[src/rtl/uart_pkg.sv]
// uart_pkg: shared UART types and constants for the TX and RX blocks
package uart_pkg;
  typedef enum logic [2:0] {
    ST_IDLE,
    ST_START,
    ST_DATA,
    ST_PARITY,
    ST_STOP
  } uart_state_e;
  // parity mode: bit0 = enable, bit1 = even, bit2 = stick
  localparam logic [2:0] PAR_NONE  = 3'b000;
  localparam logic [2:0] PAR_ODD   = 3'b001;
  localparam logic [2:0] PAR_EVEN  = 3'b011;
  localparam logic [2:0] PAR_MARK  = 3'b101;
  localparam logic [2:0] PAR_SPACE = 3'b111;
  // stop-bit select; STP_TWO means 1.5 stop bits for 5-bit frames
  localparam logic STP_ONE = 1'b0;
  localparam logic STP_TWO = 1'b1;
  function automatic logic [3:0] clamp_len(input logic [3:0] len, input logic [3:0] max_len);
    return (len < 4'd5) ? 4'd5 : ((len > max_len) ? max_len : len);
  endfunction
endpackage

[src/rtl/uart_parity_gen.sv]
// uart_parity_gen: parity bit of the length-masked data word for a given mode
//   data_i  data word (bits at and above len_i are ignored)
//   len_i   effective number of data bits
//   mode_i  parity mode; par_o is 0 when parity is disabled
//   par_o   parity bit to transmit / compare
module uart_parity_gen #(
  parameter int W = 9
) (
  input  logic [W-1:0] data_i,
  input  logic [3:0]   len_i,
  input  logic [2:0]   mode_i,
  output logic         par_o
);
  logic [W-1:0] masked;
  logic         x;
  always_comb begin
    masked = '0;
    for (int i = 0; i < W; i++) masked[i] = data_i[i] & (4'(i) < len_i);
    x = ^masked;
    par_o = mode_i[0] & (mode_i[2] ? ~mode_i[1] : (mode_i[1] ? x : ~x));
  end
endmodule

[src/rtl/uart_tx_ext.sv]
// uart_tx_ext: UART transmitter with configurable length, parity, stop bits, order and break
//   uart_clk_i/uart_rst_i  clock, async active-high reset
//   tx_clk_en_i            OVS x baud tick
//   tx_fifo_*              show-ahead FIFO head, empty flag, one-cycle pop
//   data_len_i, par_mode_i, stp_bits_i, msb_first_i  frame config, latched at fetch
//   brk_i                  holds the line low, blocks fetches
//   tsr_empty_o            no frame in progress
//   uart_tx_o              registered serial line, idle high
module uart_tx_ext
  import uart_pkg::*;
#(
  parameter int MAX_DATA_W = 9,
  parameter int OVS        = 16
) (
  input  logic                  uart_clk_i,
  input  logic                  uart_rst_i,
  input  logic                  tx_clk_en_i,
  input  logic [MAX_DATA_W-1:0] tx_fifo_data_i,
  input  logic                  tx_fifo_empty_i,
  output logic                  tx_fifo_rd_en_o,
  input  logic [3:0]            data_len_i,
  input  logic [2:0]            par_mode_i,
  input  logic                  stp_bits_i,
  input  logic                  msb_first_i,
  input  logic                  brk_i,
  output logic                  tsr_empty_o,
  output logic                  uart_tx_o
);
  localparam int CW = $clog2(2 * OVS);
  localparam logic [CW-1:0] T_BIT   = CW'(OVS - 1);
  localparam logic [CW-1:0] T_STP15 = CW'(OVS * 3 / 2 - 1);
  localparam logic [CW-1:0] T_STP2  = CW'(2 * OVS - 1);

  uart_state_e           state_q, state_d;
  logic [CW-1:0]         tick_q, tick_d;
  logic [3:0]            bit_q, bit_d;
  logic [MAX_DATA_W-1:0] data_q, data_d;
  logic [3:0]            len_q, len_d;
  logic [2:0]            par_q, par_d;
  logic                  stp_q, stp_d;
  logic                  msb_q, msb_d;
  logic                  rd_en_q, rd_en_d;
  logic                  tsr_empty_q, tsr_empty_d;
  logic                  tx_q, tx_d;

  logic          par_bit;
  logic          bit_end, stop_end, last_data, fetch, line;
  logic [CW-1:0] stop_last;
  logic [3:0]    bit_idx;
  logic [15:0]   data_ext;

  uart_parity_gen #(.W(MAX_DATA_W)) u_par (
    .data_i (data_q),
    .len_i  (len_q),
    .mode_i (par_q),
    .par_o  (par_bit)
  );

  always_comb begin
    bit_end   = tick_q == T_BIT;
    stop_last = (stp_q == STP_TWO) ? ((len_q == 4'd5) ? T_STP15 : T_STP2) : T_BIT;
    stop_end  = tick_q == stop_last;
    last_data = bit_q == len_q - 4'd1;
    // a fetch at the last stop tick chains the next frame with no idle gap
    fetch = !tx_fifo_empty_i && !brk_i &&
            (state_q == ST_IDLE || (state_q == ST_STOP && tx_clk_en_i && stop_end));
    state_d = state_q;
    tick_d  = tick_q;
    bit_d   = bit_q;
    data_d  = data_q;
    len_d   = len_q;
    par_d   = par_q;
    stp_d   = stp_q;
    msb_d   = msb_q;
    if (fetch) begin
      state_d = ST_START;
      tick_d  = '0;
      bit_d   = '0;
      data_d  = tx_fifo_data_i;
      len_d   = clamp_len(data_len_i, 4'(MAX_DATA_W));
      par_d   = par_mode_i;
      stp_d   = stp_bits_i;
      msb_d   = msb_first_i;
    end else if (tx_clk_en_i) begin
      case (state_q)
        ST_START: begin
          tick_d  = bit_end ? '0 : tick_q + CW'(1);
          state_d = bit_end ? ST_DATA : ST_START;
        end
        ST_DATA: begin
          tick_d  = bit_end ? '0 : tick_q + CW'(1);
          bit_d   = (bit_end && !last_data) ? bit_q + 4'd1 : (bit_end ? 4'd0 : bit_q);
          state_d = (bit_end && last_data) ? (par_q[0] ? ST_PARITY : ST_STOP) : ST_DATA;
        end
        ST_PARITY: begin
          tick_d  = bit_end ? '0 : tick_q + CW'(1);
          state_d = bit_end ? ST_STOP : ST_PARITY;
        end
        ST_STOP: begin
          tick_d  = stop_end ? '0 : tick_q + CW'(1);
          state_d = stop_end ? ST_IDLE : ST_STOP;
        end
        default: state_d = ST_IDLE;
      endcase
    end
    // the line level is derived from the next state so it changes together with it
    bit_idx  = msb_q ? len_q - 4'd1 - bit_d : bit_d;
    data_ext = 16'(data_q);
    line = (state_d == ST_START)  ? 1'b0 :
           (state_d == ST_DATA)   ? data_ext[bit_idx] :
           (state_d == ST_PARITY) ? par_bit : 1'b1;
    tx_d        = !brk_i && line;
    rd_en_d     = fetch;
    tsr_empty_d = state_d == ST_IDLE;
  end

  always_ff @(posedge uart_clk_i or posedge uart_rst_i) begin
    if (uart_rst_i) begin
      state_q     <= ST_IDLE;
      tick_q      <= '0;
      bit_q       <= '0;
      data_q      <= '0;
      len_q       <= 4'd5;
      par_q       <= PAR_NONE;
      stp_q       <= STP_ONE;
      msb_q       <= 1'b0;
      rd_en_q     <= 1'b0;
      tsr_empty_q <= 1'b1;
      tx_q        <= 1'b1;
    end else begin
      state_q     <= state_d;
      tick_q      <= tick_d;
      bit_q       <= bit_d;
      data_q      <= data_d;
      len_q       <= len_d;
      par_q       <= par_d;
      stp_q       <= stp_d;
      msb_q       <= msb_d;
      rd_en_q     <= rd_en_d;
      tsr_empty_q <= tsr_empty_d;
      tx_q        <= tx_d;
    end
  end

  assign tx_fifo_rd_en_o = rd_en_q;
  assign tsr_empty_o     = tsr_empty_q;
  assign uart_tx_o       = tx_q;
endmodule

[config.mk]
export PLATFORM = sky130hd
export DESIGN_NAME = uart_tx_ext
export DESIGN_NICKNAME = d
export VERILOG_FILES = /design/src/rtl/uart_pkg.sv /design/src/rtl/uart_parity_gen.sv /design/src/rtl/uart_tx_ext.sv
export SDC_FILE = /design/constraint.sdc
export NUM_CORES = 1
export LEC_CHECK = 0
export ABC_AREA = 1
export CAP_MARGIN = 30
export CELL_PAD_IN_SITES_DETAIL_PLACEMENT = 1
export CELL_PAD_IN_SITES_GLOBAL_PLACEMENT = 1
export CORE_UTILIZATION = 35
export DETAILED_ROUTE_END_ITERATION = 7
export MAX_ROUTING_LAYER = met4
export PLACE_DENSITY = 0.75
export SETUP_SLACK_MARGIN = 0.5
export SYNTH_ARGS = -nofsm -noshare
export SYNTH_HDL_FRONTEND = slang
export SYNTH_SLANG_ARGS = --single-unit
[constraint.sdc]
create_clock -name uart_clk_i -period 3.28 [get_ports uart_clk_i]
set_clock_uncertainty 0.05 [all_clocks]
set_input_delay 0.492 -clock uart_clk_i [delete_from_list [all_inputs] [get_ports uart_clk_i]]
set_output_delay 0.492 -clock uart_clk_i [all_outputs]
set_load 0.01 [all_outputs]
==> metrics.yaml <==
status: "finished clean"
drv_slew: 0
rr_endpoint: "uart_tx_o$_DFF_PP1_"
post-route-min-period_ns: 3.22
arrival_ns: 3.39
setup_violations: 0
reg2regPathDepth: 21
regArea_um2: 831
required_ns: 3.45
cts_hold_buf: 0
dr.first_iter.drc_count: 103
synth-seq-cells: 33
numPortBuffers: 25
layout.filler_cells: 794
synth_edf_count: 0
dp.cells: 432
max_stage_delay_ns: 0.56
synth_top_cell_area_share: 0.315
crit_start: "len_q[0]$_DFFE_PP1N_"
yosysSeqAreaShare: 0.360
gr-total-overflow: 0
synth_cells: 324
root_buffer: "clkbuf_8"
dp_hpwl_mm: 4.93
drt-pass1-iter-count: 4
pin_count: 26
fp.dieH_um: 83.2
ys_types: 37
fin_nets: 418
wirelength_mm: 7.00
critPathCaptureType: "register"
synth_area_um2: 2310
place.gp.congestion: 0.852
cts_buffers: 5
rows: 29
synth_ff_type: "dfrtp_1"
cts.sinks: 33
detail-route-antenna-nets: 0
drt-vias-per-instance: 5.02
cts_tree: "done"
drive_gt1_frac: 0.244
track_usage: 0.212
final_cells: 462
ff2ff_setup_slack_ns: 0.06
multiInputGateArea_um2: 1390
routed-wl-met3_um: 128
irDropWorstVdd_uv: 354
syn_to_final_growth_pct: 35.7
slowest_stage: "dfstp_2"
start_kind: "register"
clock_latency_ns: 0.30
wl_met2_mm: 3.38
period_share: 0.981
wire_per_inst_um: 15.1
route.detailed.drc: 0
setup_tns_ns: 0
cp_cell_sequence: "inv_4 -> ha_4 -> inv_2 -> nand2_2 -> nand4_1 -> nor2_2 -> nand2_2 -> nand2_2 -> nand2_2 -> nand3_2 -> inv_2 -> ha_4 -> fa_2 -> nand2_2 -> nand2_4 -> nand3_2 -> o21ai_2 -> nand3_2 -> nand2_1 -> nand3_1 -> nor2_1"
grt_pass1_vias: 2380
async_reset_ff_frac: 1.00
crit_end: "uart_tx_o$_DFF_PP1_"
met1_length_mm: 3.38
tightest_slew_ns: 0.451
top_layer: "met4"
hold_viol: 0
hp-class: "reg -> reg"
die_area_um2: 6920
cts_buffer_depth: 2
synth_area_per_cell_um2: 7.12
rsz0062_at_grt: "true"
antenna_found_initial: 0
cts_max_level: 2
synthesis.nets: 358
synth_warnings: 0
max_freq_ghz: 0.311
grt_start_max_net_pins: 34
critPathMostFrequentCell: "nand2_2"
p_leak_uw: 0.00150
start_util: 0.363
diodes: 0
relSlewSlack: 0.699
hold_start: "len_q[2]$_DFFE_PP1N_"
yosys-top-cells-area: "dfrtp_1, nand2_1, inv_1, nand3_1, ha_1"
maxCapViolCount: 0
setup_ws_ns: 0.0616
clk_pin_slew_ns: 0.08
power_density_nw_per_um2: 958
place_ws_ns: 0.00719
synth_top_area_cell: "dfrtp_1"
vias: 2319
cp_max_fo: 4
fp.dieW_um: 83.2
grt_pass1_wl_mm: 11.4
core_um2: 6350
crit_type: "reg -> reg"
r2r-start: "len_q[0]$_DFFE_PP1N_"
[timing repair]
item	CTS	global route
setup buffers	14	8
endpoints found under the setup margin	1	1
pin swaps	16	24
gates resized for setup	9	15
[registers in the layout, summed over array words and instances, names as in the netlist]
name and flops:
len_q 4, tx_fifo_rd_en_o 1, uart_tx_o 1, stp_q 1
data_q 9, state_q 3, par_q 3, tick_q 5
msb_q 1, bit_q 4, tsr_empty_o 1
[final cells by class]
type / instances / share of cell area
multi-input combinational: 233 / 0.443
sequential: 33 / 0.265
timing repair buffer: 58 / 0.159
inverter: 53 / 0.0644
tap: 77 / 0.0308
clock buffer: 7 / 0.0276
clock inverter: 1 / 0.00960
[worst min-delay path by stage]
| stage | endpoint | slack [ns] | cells after the start |
|---|---|---|---|
| after floorplan | tick_q[1]$_DFFE_PP0P_ | 0.42 | 2 |
| after global placement | tick_q[1]$_DFFE_PP0P_ | 0.44 | 2 |
| after detailed placement | tick_q[1]$_DFFE_PP0P_ | 0.46 | 2 |
| after CTS | len_q[2]$_DFFE_PP1N_ | 0.49 | 2 |
| after global routing | len_q[2]$_DFFE_PP1N_ | 0.54 | 2 |
| final | len_q[2]$_DFFE_PP1N_ | 0.50 | 2 |
[per-stage QoR]
step | util | power [uW] | cell area, um^2 | hold slack (ns)
finish | 0.493 | 3000 | 3130 | 0.496
global route | 0.493 | 3250 | 3130 | 0.535
CTS | 0.474 | 2820 | 3010 | 0.492
detailed placement | 0.434 | 2220 | 2760 | 0.458
global placement | 0.434 | 2170 | 2760 | 0.441
floorplan | - | 1790 | 2350 | 0.420
[power breakdown]
group          switching, uW  total, uW  internal [uW]  leakage, uW
Clock                    171        419            248    0.0000585
Sequential               145        729            584     0.000407
Combinational           1050       1850            800      0.00104
[placed cells by master (no fill, tap or decap), drive strengths merged, types with 2 or more instances in the layout]
cell type,count
or2,2
ha,10
a211oi,2
o22ai,2
xor2,5
dfstp,4
buf,33
clkdlybuf4s50,25
o31ai,2
dfrtp,29
nand3,38
a31oi,2
o211ai,2
xnor2,2
clkbuf,7
nand2,86
a21oi,9
nor2,32
o21ai,23
nand4,6
nor3,5
inv,53
[layer usage]
metal / track usage / vias to the layer above
met3: 0.0268 / 7
met4: 0.0533 / 0
met1: 0.274 / 1112
li1: - / 1174
met5: - / -
met2: 0.354 / 26
[kinds of logic (layout without fill, tap and decap cells)]
family / count (synthesis) / in the layout / share of synthesized area
adders and majority gates: 11 / 11 / 0.0629
xor gates and xnor gates: 7 / 7 / 0.0266
DFF: 33 / 33 / 0.360
buffers and inverters: 58 / 119 / 0.0982
AOI/OAI and AO/OA: 46 / 46 / 0.115
and+or+nand+nor: 169 / 169 / 0.337
[critical path: cells and delay by family (launching register included)]
kind / cells / cell delay, ns
simple gates: 14 / 1.25
fa+ha+maj: 3 / 0.98
flops: 1 / 0.56
compound gates: 1 / 0.15
buf+inv: 3 / 0.14
[Yosys cell counts (2+ instances only)]
library cell,instances
a21oi_1,9
xor2_1,5
nor2_1,28
nand3_2,3
a31oi_1,2
nor3_1,4
inv_1,49
o21ai_0,18
nand3_1,35
a211oi_1,2
o31ai_1,2
nor2_2,3
dfrtp_1,29
clkbuf_1,3
dfstp_2,4
inv_2,4
o22ai_1,2
nand4_1,5
ha_1,10
nand2_2,8
o21ai_1,5
o211ai_1,2
nand2_1,77
xnor2_1,2
Power figures use the tool's default switching activity.
